[config.mk]
export PLATFORM = sky130hd
export DESIGN_NAME = hazard_stall_ctrl
export DESIGN_NICKNAME = d
export VERILOG_FILES = /design/src/rtl/core_pkg.sv /design/src/rtl/md_busy_tracker.sv /design/src/rtl/hazard_stall_ctrl.sv
export SDC_FILE = /design/constraint.sdc
export NUM_CORES = 1
export LEC_CHECK = 0
export CAP_MARGIN = 40
export CORE_ASPECT_RATIO = 0.8
export CORE_MARGIN = 4
export CORE_UTILIZATION = 47
export DETAILED_ROUTE_END_ITERATION = 8
export PLACE_DENSITY = 0.8
export SYNTH_ARGS = -nofsm -noshare
export SYNTH_HDL_FRONTEND = slang
export SYNTH_SLANG_ARGS = --single-unit
[constraint.sdc]
create_clock -name clk -period 3.32 [get_ports clk]
set_input_delay 0.664 -clock clk [delete_from_list [all_inputs] [get_ports clk]]
set_output_delay 0.664 -clock clk [all_outputs]
set_load 0.02 [all_outputs]
[src/rtl/core_pkg.sv]
// Shared core definitions: register constants, mult/div FSM state type, default latency.
package core_pkg;

  localparam int unsigned REG_W          = 5;
  localparam logic [4:0]  REG_ZERO       = 5'd0;
  localparam int unsigned MD_LATENCY_DEF = 32;

  typedef enum logic {
    MD_IDLE = 1'b0,
    MD_BUSY = 1'b1
  } md_state_t;

endpackage

[src/rtl/md_busy_tracker.sv]
// Tracks occupancy of the HI/LO mult/div unit after a MULT/DIV issues from EX.
module md_busy_tracker
  import core_pkg::*;
#(
  parameter int unsigned MD_LATENCY = MD_LATENCY_DEF
) (
  input  logic clk,
  input  logic reset,
  input  logic md_start,
  output logic md_busy,
  output logic md_free_next
);

  localparam int unsigned CW = $clog2(MD_LATENCY + 1);

  md_state_t       state_q, state_d;
  logic [CW-1:0]   cnt_q, cnt_d;

  // State and countdown registers
  always_ff @(posedge clk) begin
    if (reset) begin
      state_q <= MD_IDLE;
      cnt_q   <= '0;
    end else begin
      state_q <= state_d;
      cnt_q   <= cnt_d;
    end
  end

  // Next-state: load latency on start, count down while busy, free after the cnt==1 cycle
  always_comb begin
    state_d = state_q;
    cnt_d   = cnt_q;
    case (state_q)
      MD_IDLE: begin
        if (md_start) begin
          state_d = MD_BUSY;
          cnt_d   = CW'(MD_LATENCY);
        end
      end
      MD_BUSY: begin
        if (md_start) begin
          // Should be blocked by the md stall; restart the operation if it happens anyway
          cnt_d = CW'(MD_LATENCY);
        end else if (cnt_q == CW'(1)) begin
          state_d = MD_IDLE;
          cnt_d   = '0;
        end else begin
          cnt_d = cnt_q - CW'(1);
        end
      end
      default: begin
        state_d = MD_IDLE;
        cnt_d   = '0;
      end
    endcase
  end

  assign md_busy      = (state_q == MD_BUSY);
  // Unit is usable by the ID instruction once it reaches EX next cycle
  assign md_free_next = (state_q != MD_BUSY) || (cnt_q == CW'(1));

endmodule

[src/rtl/hazard_stall_ctrl.sv]
// Pipeline hazard sequencer: load-use, ID-stage branch operand and mult/div occupancy stalls.
module hazard_stall_ctrl
  import core_pkg::*;
#(
  parameter int unsigned MD_LATENCY = MD_LATENCY_DEF,
  parameter int unsigned CNT_W      = 32
) (
  input  logic             clk,
  input  logic             reset,
  input  logic [REG_W-1:0] IF_ID_Rs,
  input  logic [REG_W-1:0] IF_ID_Rt,
  input  logic             ID_UsesRs,
  input  logic             ID_UsesRt,
  input  logic             ID_Branch,
  input  logic             ID_MD_Use,
  input  logic             ID_Taken,
  input  logic [REG_W-1:0] ID_EX_Rd,
  input  logic             ID_EX_RegWrite,
  input  logic             ID_EX_MemRead,
  input  logic             ID_EX_MD_Start,
  input  logic [REG_W-1:0] EX_MEM_Rd,
  input  logic             EX_MEM_MemRead,
  output logic             PC_Write,
  output logic             IF_ID_Write,
  output logic             ID_EX_Bubble,
  output logic             IF_ID_Flush,
  output logic             md_busy,
  output logic [CNT_W-1:0] stall_cycles
);

  logic md_free_next;
  logic m_ex_s, m_ex_t, m_mem_s, m_mem_t;
  logic lu, br_ex, br_ld, md;
  logic stall;

  md_busy_tracker #(
    .MD_LATENCY (MD_LATENCY)
  ) u_md_busy_tracker (
    .clk          (clk),
    .reset        (reset),
    .md_start     (ID_EX_MD_Start),
    .md_busy      (md_busy),
    .md_free_next (md_free_next)
  );

  // Source-register matches against EX and MEM destinations; $0 never matches
  always_comb begin
    m_ex_s  = ID_UsesRs && (ID_EX_Rd  != REG_ZERO) && (ID_EX_Rd  == IF_ID_Rs);
    m_ex_t  = ID_UsesRt && (ID_EX_Rd  != REG_ZERO) && (ID_EX_Rd  == IF_ID_Rt);
    m_mem_s = ID_UsesRs && (EX_MEM_Rd != REG_ZERO) && (EX_MEM_Rd == IF_ID_Rs);
    m_mem_t = ID_UsesRt && (EX_MEM_Rd != REG_ZERO) && (EX_MEM_Rd == IF_ID_Rt);
  end

  // Hazard terms and pipeline controls; reset forces a free-running pipeline
  always_comb begin
    lu    = ID_EX_MemRead && (m_ex_s || m_ex_t);
    br_ex = ID_Branch && ID_EX_RegWrite && (m_ex_s || m_ex_t);
    br_ld = ID_Branch && EX_MEM_MemRead && (m_mem_s || m_mem_t);
    md    = ID_MD_Use && !md_free_next;
    stall = !reset && (lu || br_ex || br_ld || md);

    PC_Write     = !stall;
    IF_ID_Write  = !stall;
    ID_EX_Bubble = stall;
    IF_ID_Flush  = !reset && !stall && ID_Taken;
  end

  // Stall-cycle performance counter, wraps naturally
  always_ff @(posedge clk) begin
    if (reset) begin
      stall_cycles <= '0;
    end else if (stall) begin
      stall_cycles <= stall_cycles + CNT_W'(1);
    end
  end

endmodule
; After elaboration in Yosys (flattened, before gate mapping)
; Cells that the tools add are included.
[op_classes]
n_mux = 8
mul = 0
bitwise = 1
add_sub_neg = 2
n_eq_ne = 6
n_div = 0
n_lt_le_gt_ge = 0
shifts = 0
n_reduce_logical = 28
[ops]
columns = operator, count
row1 = "32-bit by 1-bit adder with 32-bit output, second input constant", 1
row2 = 5-bit == test, 4
row3 = 6-bit 2-to-1 mux, 3
row4 = 1-bit logical AND, 17
row5 = 6-bit case mux with 2 select lines, 1
row6 = 5-bit nonzero test, 2
row7 = "6-bit by 1-bit == test with 1-bit output, second input constant", 1
row8 = 1-bit logical OR, 6
row9 = "6-bit by 1-bit subtractor with 6-bit output, second input constant", 1
row10 = 1-bit zero test, 3
row11 = 1-bit 2-to-1 mux, 3
row12 = "2-bit inequality test, second input constant", 1
row13 = 1-bit case mux with 2 select lines, 1
row14 = 1-bit NOT, 1
[totals]
n_memories = 0
romBits = 0
register_bits = 39
latch_bits = 0
output_inout_bits = 37
ram_bits = 0
in_bits = 31
elab_cells = 48

; Longest topological paths before layout
; Gate-level depths: netlist (run 1).
[logic_depth]
depth_word = 12
ltp_mapped = 10
mapped_depth_nobuf = 8

; Modules after synthesis
; A second synthesis (run 1) with hierarchy kept.
[hier_totals]
hier_cells = 276
hier_area_um2 = 2308.5
[modules_own_cells]
columns = mod, seq_area_each_um2, area_per_inst_um2, cells_each, n_inst
row1 = hazard_stall_ctrl, 640.6, 1950.6, 236, 1
row2 = md_busy_tracker, 140.1, 357.8, 40, 1

; Least setup slack after synthesis (run 1)
; No wires, ideal clock.
[synth_path]
kind = input port to output port
start = input EX_MEM_Rd[0]
end = output PC_Write
setup_slack_ns = 0.215
path_stages = 8
t_arrival_ns = 2.441
t_required_ns = 2.656
n_path_buf = 4
cell_sequence = or3_1 > o311a_1 > a222oi_1 > buf_4 > buf_6 > buf_6 > or2_1 > buf_4
[synth_via]
elab_chain_cells = 9
elab_cells_between_ends = 13
classes_between = 2 x eq/ne / 11 x reduce/logical
[synth_lines]
columns = element, line_no
row1 = from (decl), hazard_stall_ctrl.sv:21  ; input logic [REG_W-1:0] EX_MEM_Rd,
row2 = 5-bit nonzero test, "hazard_stall_ctrl.sv:50, hazard_stall_ctrl.sv:51"
row3 = 1-bit logical AND (on tied branches) (2 in series), "hazard_stall_ctrl.sv:50, hazard_stall_ctrl.sv:51"
row4 = 1-bit logical OR *, hazard_stall_ctrl.sv:58  ; br_ld = ID_Branch && EX_MEM_MemRead && (m_mem_s || m_mem_t);
row5 = 1-bit logical AND *, hazard_stall_ctrl.sv:58
row6 = 1-bit logical OR * (2 in series), hazard_stall_ctrl.sv:60  ; stall = !reset && (lu || br_ex || br_ld || md);
row7 = 1-bit logical AND *, hazard_stall_ctrl.sv:60
row8 = 1-bit zero test *, -
row9 = to (decl), hazard_stall_ctrl.sv:23  ; output logic PC_Write,
; Every way passes the cells marked *; elsewhere a longest branch is shown, timed or not.

; Worst setup path in the final report (run 1)
[layout_path]
start = input EX_MEM_Rd[0]
end = output ID_EX_Bubble
[layout_via]
elab_chain_cells = 8
elab_cells_between_ends = 12
classes_between = 2 x eq/ne / 10 x reduce/logical
[layout_lines]
columns = element, line_no
row1 = 5-bit nonzero test, "hazard_stall_ctrl.sv:50, hazard_stall_ctrl.sv:51"
row2 = 1-bit logical AND (on tied branches) (2 in series), "hazard_stall_ctrl.sv:50, hazard_stall_ctrl.sv:51"
row3 = 1-bit logical OR *, hazard_stall_ctrl.sv:58
row4 = 1-bit logical AND *, hazard_stall_ctrl.sv:58
row5 = 1-bit logical OR * (2 in series), hazard_stall_ctrl.sv:60
row6 = 1-bit logical AND *, hazard_stall_ctrl.sv:60
row7 = to (decl), hazard_stall_ctrl.sv:25  ; output logic ID_EX_Bubble,
; Marked as above.

==> results of run 1 <==
[kinds of logic after synthesis]
group	after synthesis	synth area share, %
simple gates	108	27.6
compound gates	72	19.6
flops	39	35.0
buf+inv	27	6.67
xor+xnor	21	8.24
mux	3	1.34
fa+ha+maj	3	1.68
[cell usage in the layout, fill, tap and decap left out, types with 3 or more instances in the layout]
master and instances:
a21oi_1 35, and3_1 7, buf_2 4, buf_4 9, clkbuf_8 5, clkdlybuf4s50_1 63
dfxtp_1 39, ha_1 3, inv_1 10, mux2i_1 3, nand2_1 19, nand3_1 10
nand4_1 11, nor2_1 13, nor3_1 7, o21ai_1 11, o31ai_1 15, o41ai_1 4
or3_1 13, or4_1 15, or4b_2 4, xnor2_1 20
[path summary, 6_finish.rpt]
kind                                   start                          to  slack, ns  cells after the start
hold / removal    u_md_busy_tracker.cnt_q[4]  u_md_busy_tracker.cnt_q[4]       0.50                      1
setup reg to reg  u_md_busy_tracker.cnt_q[2]            stall_cycles[30]       0.86                      7
setup / recovery                EX_MEM_Rd[0]                ID_EX_Bubble       0.09                      8
hold reg to reg   u_md_busy_tracker.cnt_q[4]  u_md_busy_tracker.cnt_q[4]       0.50                      1
[final cells by class]
| class | instances | area (um2) |
|---|---|---|
| tap | 60 | 75.1 |
| timing repair buffer | 76 | 718 |
| sequential | 39 | 781 |
| clock inverter | 1 | 5.00 |
| multi-input combinational | 207 | 1310 |
| inverter | 10 | 37.5 |
| clock buffer | 7 | 76.3 |
| fill | 410 | 1600 |
[per-stage QoR]
step | instance area, um2 | hold slack [ns]
3_5_place_dp | 2940 | 0.478
3_3_place_gp | 2940 | 0.469
4_1_cts | 3000 | 0.491
5_1_grt | 3000 | 0.528
6_report | 3000 | 0.495
2_1_floorplan | 2230 | 0.440
[layer usage]
metal | track usage [%] | vias up | part of all wire (%)
li1 | - | 1161 | -
met1 | 26.2 | 1073 | 47
met2 | 29.5 | 64 | 45
met3 | 5.34 | 6 | 6.4
met4 | 5.80 | 0 | 0.92
met5 | 0 | - | 0
[sequential cells by signal, indices dropped and copies added, names as in the netlist]
name / flops
stall_cycles: 32
u_md_busy_tracker.cnt_q: 6
u_md_busy_tracker.md_busy: 1
[report_power, final]
group | switching [uW] | total [uW] | internal, uW
logic | 75.5 | 154 | 78.7
clock network | 163 | 310 | 147
registers | 8.33 | 483 | 474
total | 246 | 947 | 700
[timing repair]
| item | CTS | global route |
|---|---|---|
| hold buffers | 0 | 0 |
| endpoints found under the hold margin | 0 | 0 |
| gates resized for setup | 17 | 0 |
| setup endpoints to repair | 4 | 0 |
==> impl_metrics.yaml, run 1 <==
final_layout:
  synthToLayoutAreaGrowth_pct: 34.4
  antennaDiodeCount: 0
  drive_above_1_share_pct: 7.35
  final_cell_count_no_fill: 400
  nNetsFinal: 373
  utilization_pct: 65.3
synth:
  synth_top_area_cell: "dfxtp_1"
  synth_area_leaders: "dfxtp_1, a21oi_1, xnor2_1, o31ai_1, or4_1"
  synthDominantCellAreaShare_pct: 35.0
  synth_common_cells: "dfxtp_1, a21oi_1, xnor2_1, nand2_1"
  ys_ff_latch: 39
  yosysMostFrequentCell: "dfxtp_1"
  syn-instance-count: 273
  synth-edff-count: 0
  seq_area_frac_synth_pct: 35.0
  synth_nets: 307
  yosys_warnings: 0
  ys.flop_type: "dfxtp_1"
  synth-async-reset-ratio_pct: 0
  synthDistinctLibCells: 34
  syn_area_um2: 2230
  syn_area_per_cell_um2: 8.18
sta:
  fmax_ghz: 0.310
  skew_ns: 0.00420
  hold_viol: 0
  fin_ws_ns: 0.0913
  min_period_ns: 3.23
  report.final.slew_viol_count: 0
  finalCritPeriodShare_pct: 97.3
  slew_headroom_pct: 56.0
  setup_viol: 0
  rsz0062_at_grt: "false"
  setup-tns-final_ns: 0
  tightest_slew_ns: 0.659
global_routing:
  grt_overflow_total: 0
  grt_pass1_wl_um: 9420
  antenna_found_initial: 0
  grt_pass1_vias: 2055
  grtUsageTotal_pct: 19.3
  grt_max_degree: 63
worst_setup_path:
  crit_chain: "clkdlybuf4s50_1 -> or3_4 -> o311a_1 -> a222oi_1 -> buf_4 -> or2_1 -> inv_1 -> buf_2"
  arrival_ns: 2.56
  max_stage_delay_ns: 0.43
  required_ns: 2.66
  crit_slowest_cell: "clkdlybuf4s50_1"
  crit_path_start_kind: "primary input"
  criticalPathCategory: "in2out"
  crit_family: "buffers and inverters"
  path_buf_inv: 4
  cp-end-kind: "output port"
  cp_max_fo: 3
drt:
  routedWlPerCell_um: 14.3
  drt_drc_violations_left: 0
  drt_first_pass_iters: 4
  ant_nets: 0
  avgViaCountPerCell: 5.76
  drt_wl_total_um: 5740
  vias: 2304
  drtIter0Drc: 127
clock_network:
  clock_sinks: 39
  cts.clk_slew.worst_paths_ns: 0.07
  post_cts_buffers: 0
  htreeDepth: 2
  root_buffer: "clkbuf_8"
  cts_tree: "built"
  cts_buffers: 5
  clk-insertion-delay-late_ns: 0.29
  cts_max_path_buffers: 2
floorplan:
  dieArea_um2: 5930
  start_util_pct: 48.6
  fp.dieH_um: 69.7
  chipWidth_um: 85.1
  core_area_um2: 4600
  placementRows: 22
  ios: 68
min_path:
  hp-class: "reg2reg"
place:
  place_congestion: 0.810
  post-place-ws_ns: -0.407
  dp_cells: 392
  dp_hpwl_um: 4160
  port_buffers: 67
pwr:
  power_density_nw_per_um2: 315
  totalPowerFinal_uw: 947
  cellLeakagePower_uw: 0.000958
  ir_drop_mv: 0.191
flow_run:
  cap_violations: 0
run_status:
  outcome: "complete, no violations"
(Power assumes the default switching activity.)
==> run 2: changes to the inputs <==
--- a/config.mk
+++ b/config.mk
@@ -8,9 +8,9 @@
 export CAP_MARGIN = 40
 export CORE_ASPECT_RATIO = 0.8
 export CORE_MARGIN = 4
-export CORE_UTILIZATION = 47
+export CORE_UTILIZATION = 42
 export DETAILED_ROUTE_END_ITERATION = 8
-export PLACE_DENSITY = 0.8
+export PLACE_DENSITY = 0.76
 export SYNTH_ARGS = -nofsm -noshare
 export SYNTH_HDL_FRONTEND = slang
 export SYNTH_SLANG_ARGS = --single-unit
==> constraint.sdc (replaced) <==
create_clock -name clk -period 2.6 [get_ports clk]
set_input_delay 0.52 -clock clk [delete_from_list [all_inputs] [get_ports clk]]
set_output_delay 0.52 -clock clk [all_outputs]
set_load 0.02 [all_outputs]
==> impl_metrics.yaml, run 2 (synthesized netlist as in run 1, its figures left out) <==
run_status:
  outcome: "complete, no violations"
sta:
  tightest_slew_ns: 0.538
  setup_viol: 0
  rsz0062_at_grt: "true"
  finalCritPeriodShare_pct: 98.7
  report.final.slew_viol_count: 0
  hold_viol: 0
  slew_headroom_pct: 64.1
  setup-tns-final_ns: 0
  fmax_ghz: 0.390
  min_period_ns: 2.57
  skew_ns: 0.00959
  fin_ws_ns: 0.0349
drt:
  drtIter0Drc: 119
  avgViaCountPerCell: 5.70
  drt_wl_total_um: 5860
  vias: 2321
  drt_first_pass_iters: 4
  ant_nets: 0
  routedWlPerCell_um: 14.4
  drt_drc_violations_left: 0
final_layout:
  final_cell_count_no_fill: 407
  antennaDiodeCount: 0
  nFillCells: 480
  drive_above_1_share_pct: 11.0
  regMostFlops: "stall_cycles"
  final_cell_mix: "clkdlybuf4s50_1, dfxtp_1, a21oi_1, xnor2_1, nand2_1"
  synthToLayoutAreaGrowth_pct: 37.3
  nNetsFinal: 378
  final_common_cell: "clkdlybuf4s50_1"
  regArea_um2: 782
  multi_input_area_um2: 1320
  largest_reg_flops: 32
  fin_area_um2: 3070
worst_setup_path:
  criticalPathCategory: "in2out"
  crit_path_start_kind: "primary input"
  path_buf_inv: 4
  arrival_ns: 2.05
  max_stage_delay_ns: 0.37
  reg2reg_to: "stall_cycles[12]"
  cp.depth: 8
  crit_slowest_cell: "or3_4"
  cp_common_cell: "buf_6"
  cp-end-kind: "output port"
  r2r_start: "u_md_busy_tracker.cnt_q[2]"
  crit_chain: "buf_6 -> or3_4 -> o311a_1 -> a222oi_1 -> buf_4 -> or2_4 -> inv_1 -> buf_6"
  endpoint: "ID_EX_Bubble"
  crit_start: "EX_MEM_Rd[1]"
  reg2regPathDepth: 7
  crit_family: "compound AO/OA/AOI/OAI gates"
  cp_max_fo: 3
  required_ns: 2.08
  rrSetupSlack_ns: 0.26
floorplan:
  chipWidth_um: 89.5
  fp.dieH_um: 73.2
  ios: 68
  core_area_um2: 5060
  dieArea_um2: 6560
  start_util_pct: 44.1
  placementRows: 23
pwr:
  totalPowerFinal_uw: 1260
  p_sw_uw: 318
  power_density_nw_per_um2: 412
  pwr-share-clk_pct: 35.9
  p_int_uw: 946
  cellLeakagePower_uw: 0.00103
  p_sw_share_pct: 25.1
  power_frac_seq_pct: 48.6
  pwr-share-comb_pct: 15.5
  ir_drop_mv: 0.286
flow_run:
  cap_violations: 0
min_path:
  whs_path_depth: 2
  hp-class: "reg2reg"
clock_network:
  ctsHoldBuffers: 0
  cts_max_path_buffers: 2
  htreeDepth: 2
  clock_sinks: 39
  cts.clk_slew.worst_paths_ns: 0.08
  cts_buffers: 5
  post_cts_buffers: 0
  clk-insertion-delay-late_ns: 0.29
  cts_tree: "built"
  root_buffer: "clkbuf_8"
place:
  post-place-ws_ns: -0.766
  placed_area_um2: 2980
  dp_cells: 399
  dp_hpwl_um: 4280
  port_buffers: 67
  place_congestion: 0.843
global_routing:
  grt_max_degree: 63
  grt_pass1_vias: 2169
  grt_overflow_total: 0
  grt_pass1_wl_um: 9500
  antenna_found_initial: 0
  grtUsageTotal_pct: 18.1
## run 2: cell count changes in the layout (fill, tap and decap cells not counted), sizes merged
cell / delta
dlygate4sd2: +17
buf: +8
clkbuf: +1
clkinv: -1
clkdlybuf4s50: -20
## run 2: layer usage
metal | vias up | GRT usage [%] | part of all wire [%] | wire length (um)
met4 | 0 | 5.29 | 0.82 | 48
met2 | 68 | 27.6 | 45 | 2650
met1 | 1083 | 25.0 | 48 | 2820
met3 | 6 | 4.63 | 5.8 | 343
met5 | - | 0 | 0 | 0
li1 | 1164 | - | - | -
## run 2: repair_timing
item                                    4_1_cts  5_1_grt
resized for setup                            50        6
pin swaps                                     8        2
gates cloned                                  0        0
endpoints found under the setup margin       34        5
## run 2: worst min path at each step
| stage | start | to |
|---|---|---|
| final | stall_cycles[31] | stall_cycles[31] |
| after global routing | stall_cycles[23] | stall_cycles[23] |
| after CTS | u_md_busy_tracker.cnt_q[4] | u_md_busy_tracker.cnt_q[4] |
| after detailed placement | u_md_busy_tracker.cnt_q[4] | u_md_busy_tracker.cnt_q[4] |
| after global placement | stall_cycles[31] | stall_cycles[31] |
| after floorplan | u_md_busy_tracker.cnt_q[4] | u_md_busy_tracker.cnt_q[4] |
## run 2: final cells by class
type,count,area share [%]
well taps,62,2.53
clock buffers,8,3.27
flip-flops and latches,39,25.5
repair buffers,81,24.5
inverters,10,1.22
multi-input cells,207,43.0
## run 2: through the flow
stage	hold slack [ns]	utilization [%]
floorplan	0.440	-
global placement	0.472	58.8
detailed placement	0.475	58.8
CTS	0.487	60.2
global route	0.523	60.5
finish	0.492	60.5
## run 2: worst min-delay path: stages (launching register included)
cell and delay, ns:
dfxtp_1 0.32, o21ai_1 0.07, a21oi_1 0.06
## run 2: power groups by stage
stage,clock (uW),combinational [uW],sequential (uW)
after floorplan,0,110,631
after global placement,0,199,627
after detailed placement,0,203,627
after CTS,460,192,613
after global routing,473,214,615
final,454,196,614
==> run 3: changes to the inputs <==
--- a/config.mk
+++ b/config.mk
@@ -10,7 +10,7 @@
 export CORE_MARGIN = 4
 export CORE_UTILIZATION = 42
 export DETAILED_ROUTE_END_ITERATION = 8
-export PLACE_DENSITY = 0.76
+export PLACE_DENSITY = 0.85
 export SYNTH_ARGS = -nofsm -noshare
 export SYNTH_HDL_FRONTEND = slang
 export SYNTH_SLANG_ARGS = --single-unit
==> impl_metrics.yaml, run 3 (synthesized netlist as in run 1, its figures left out) <==
run_status:
  outcome: "finished with violations"
  failed_checks: "negative setup slack"
worst_setup_path:
  crit_path_start_kind: "register"
  cp_max_fo: 3
  endpoint: "IF_ID_Flush"
  r2r_start: "u_md_busy_tracker.cnt_q[2]"
  reg2regPathDepth: 7
  rrSetupSlack_ns: 0.21
  criticalPathCategory: "reg2out"
  arrival_ns: 2.10
  required_ns: 2.08
  crit_start: "u_md_busy_tracker.cnt_q[2]"
  cp-end-kind: "output port"
  reg2reg_to: "stall_cycles[1]"
drt:
  wl_met1_um: 2640
  avgViaCountPerCell: 5.76
  drt_first_pass_iters: 5
  dr_wl_met3_um: 393
  vias: 2346
  top_layer_used: "met4"
  routedWlPerCell_um: 14.7
  ant_nets: 0
  drt_wl_total_um: 6000
  drtIter0Drc: 193
  wl_met2_um: 2900
  drt_drc_violations_left: 0
pwr:
  totalPowerFinal_uw: 1210
  power_density_nw_per_um2: 397
  cellLeakagePower_uw: 0.00102
  ir_drop_mv: 0.223
floorplan:
  ios: 68
  placementRows: 23
  chipWidth_um: 89.5
  dieArea_um2: 6560
  start_util_pct: 44.1
  fp.dieH_um: 73.2
  core_area_um2: 5060
flow_run:
  cap_violations: 0
place:
  port_buffers: 67
  dp_hpwl_um: 4410
  post-place-ws_ns: -0.839
  place_congestion: 0.850
  dp_cells: 398
global_routing:
  grtUsageTotal_pct: 18.9
  grt_max_degree: 63
  grt_pass1_vias: 2160
  antenna_found_initial: 0
  grt_overflow_total: 0
  grt_pass1_wl_um: 9720
clock_network:
  cts_max_path_buffers: 2
  cts_tree: "built"
  clock_sinks: 39
  cts_buffers: 5
  clk-insertion-delay-late_ns: 0.30
  cts.clk_slew.worst_paths_ns: 0.07
  root_buffer: "clkbuf_8"
  htreeDepth: 2
sta:
  fin_ws_ns: -0.0158
  min_period_ns: 2.62
  hold_slack_ns: 0.502
  skew_ns: 0.0119
  tightest_slew_ns: 0.537
  rsz0062_at_grt: "true"
  setup_viol: 2
  fmax_ghz: 0.382
  report.final.slew_viol_count: 0
  hold_viol: 0
  slew_headroom_pct: 64.2
  finalCritPeriodShare_pct: 101
final_layout:
  utilization_pct: 60.3
  drive_above_1_share_pct: 10.7
  largest_reg_flops: 32
  regMostFlops: "stall_cycles"
  final_cell_mix: "clkdlybuf4s50_1, dfxtp_1, a21oi_1, xnor2_1, nand2_1"
  synthToLayoutAreaGrowth_pct: 36.8
  nNetsFinal: 378
  final_common_cell: "clkdlybuf4s50_1"
  final_cell_count_no_fill: 407
  antennaDiodeCount: 0
min_path:
  hp-class: "reg2reg"
==> run 3: cell count changes in the layout (fill, tap and decap cells not counted) <==
cell / before / now
clkbuf_8: 7 / 5
buf_2: 2 / 1
buf_6: 5 / 6
clkbuf_1: 1 / 2
clkinv_2: 0 / 1
dfxtp_1: 38 / 39
dfxtp_2: 1 / 0
inv_1: 10 / 9
inv_2: 0 / 1
or3_1: 12 / 13
or3_4: 2 / 1
xnor2_1: 20 / 19
xnor2_2: 0 / 1
==> run 3: metal layers <==
layer	vias up	global-route usage (%)
li1	1170	-
met1	1096	24.8
met2	72	31.2
met3	8	3.50
met4	0	6.28
met5	-	0
==> run 3: per-stage QoR <==
step | setup TNS [ns] | instance area [um2]
5_1_grt | -0.582 | 3050
6_report | -0.0198 | 3050
2_1_floorplan | -0.102 | 2240
3_5_place_dp | -15.81 | 2970
3_3_place_gp | -13.95 | 2970
4_1_cts | -0.0852 | 3040
==> run 3: worst min path at each step <==
stage / from / end / slack [ns] / cells after the start
6_report: stall_cycles[23] / stall_cycles[23] / 0.50 / 2
5_1_grt: stall_cycles[14] / stall_cycles[14] / 0.52 / 2
4_1_cts: u_md_busy_tracker.cnt_q[4] / u_md_busy_tracker.cnt_q[4] / 0.49 / 1
3_5_place_dp: u_md_busy_tracker.cnt_q[4] / u_md_busy_tracker.cnt_q[4] / 0.48 / 1
3_3_place_gp: u_md_busy_tracker.cnt_q[4] / u_md_busy_tracker.cnt_q[4] / 0.47 / 1
2_1_floorplan: u_md_busy_tracker.cnt_q[4] / u_md_busy_tracker.cnt_q[4] / 0.44 / 1
==> run 3: final cells by class <==
cell class | count | area (um2)
inverter | 10 | 37.5
fill | 464 | 2010
sequential | 39 | 781
clock buffer | 7 | 76.3
multi-input combinational | 207 | 1320
timing repair buffer | 81 | 757
clock inverter | 1 | 5.00
tap | 62 | 77.6
==> run 3: report_power, final <==
group	total, uW	leakage, uW	internal, uW	switching (uW)
Combinational	202	0.000663	100	102
Sequential	614	0.000315	606	8.84
Clock	397	0.0000422	188	209
Total	1210	0.00102	894	320
==> run 3: worst max-delay path, cell delays in order, from the launching register on <==
cell	delay, ns
dfxtp_1	0.32
or3_4	0.38
o31a_1	0.27
a222oi_1	0.34
buf_4	0.19
and3b_2	0.19
buf_6	0.11
==> run 3: repair_timing <==
action                                  4_1_cts  5_1_grt
hold buffers                                  0        0
gates cloned                                  0        0
setup buffers                                 1        0
hold endpoints to repair                      0        0
pin swaps                                     6        3
resized for setup                            56        3
endpoints found under the setup margin       36        9
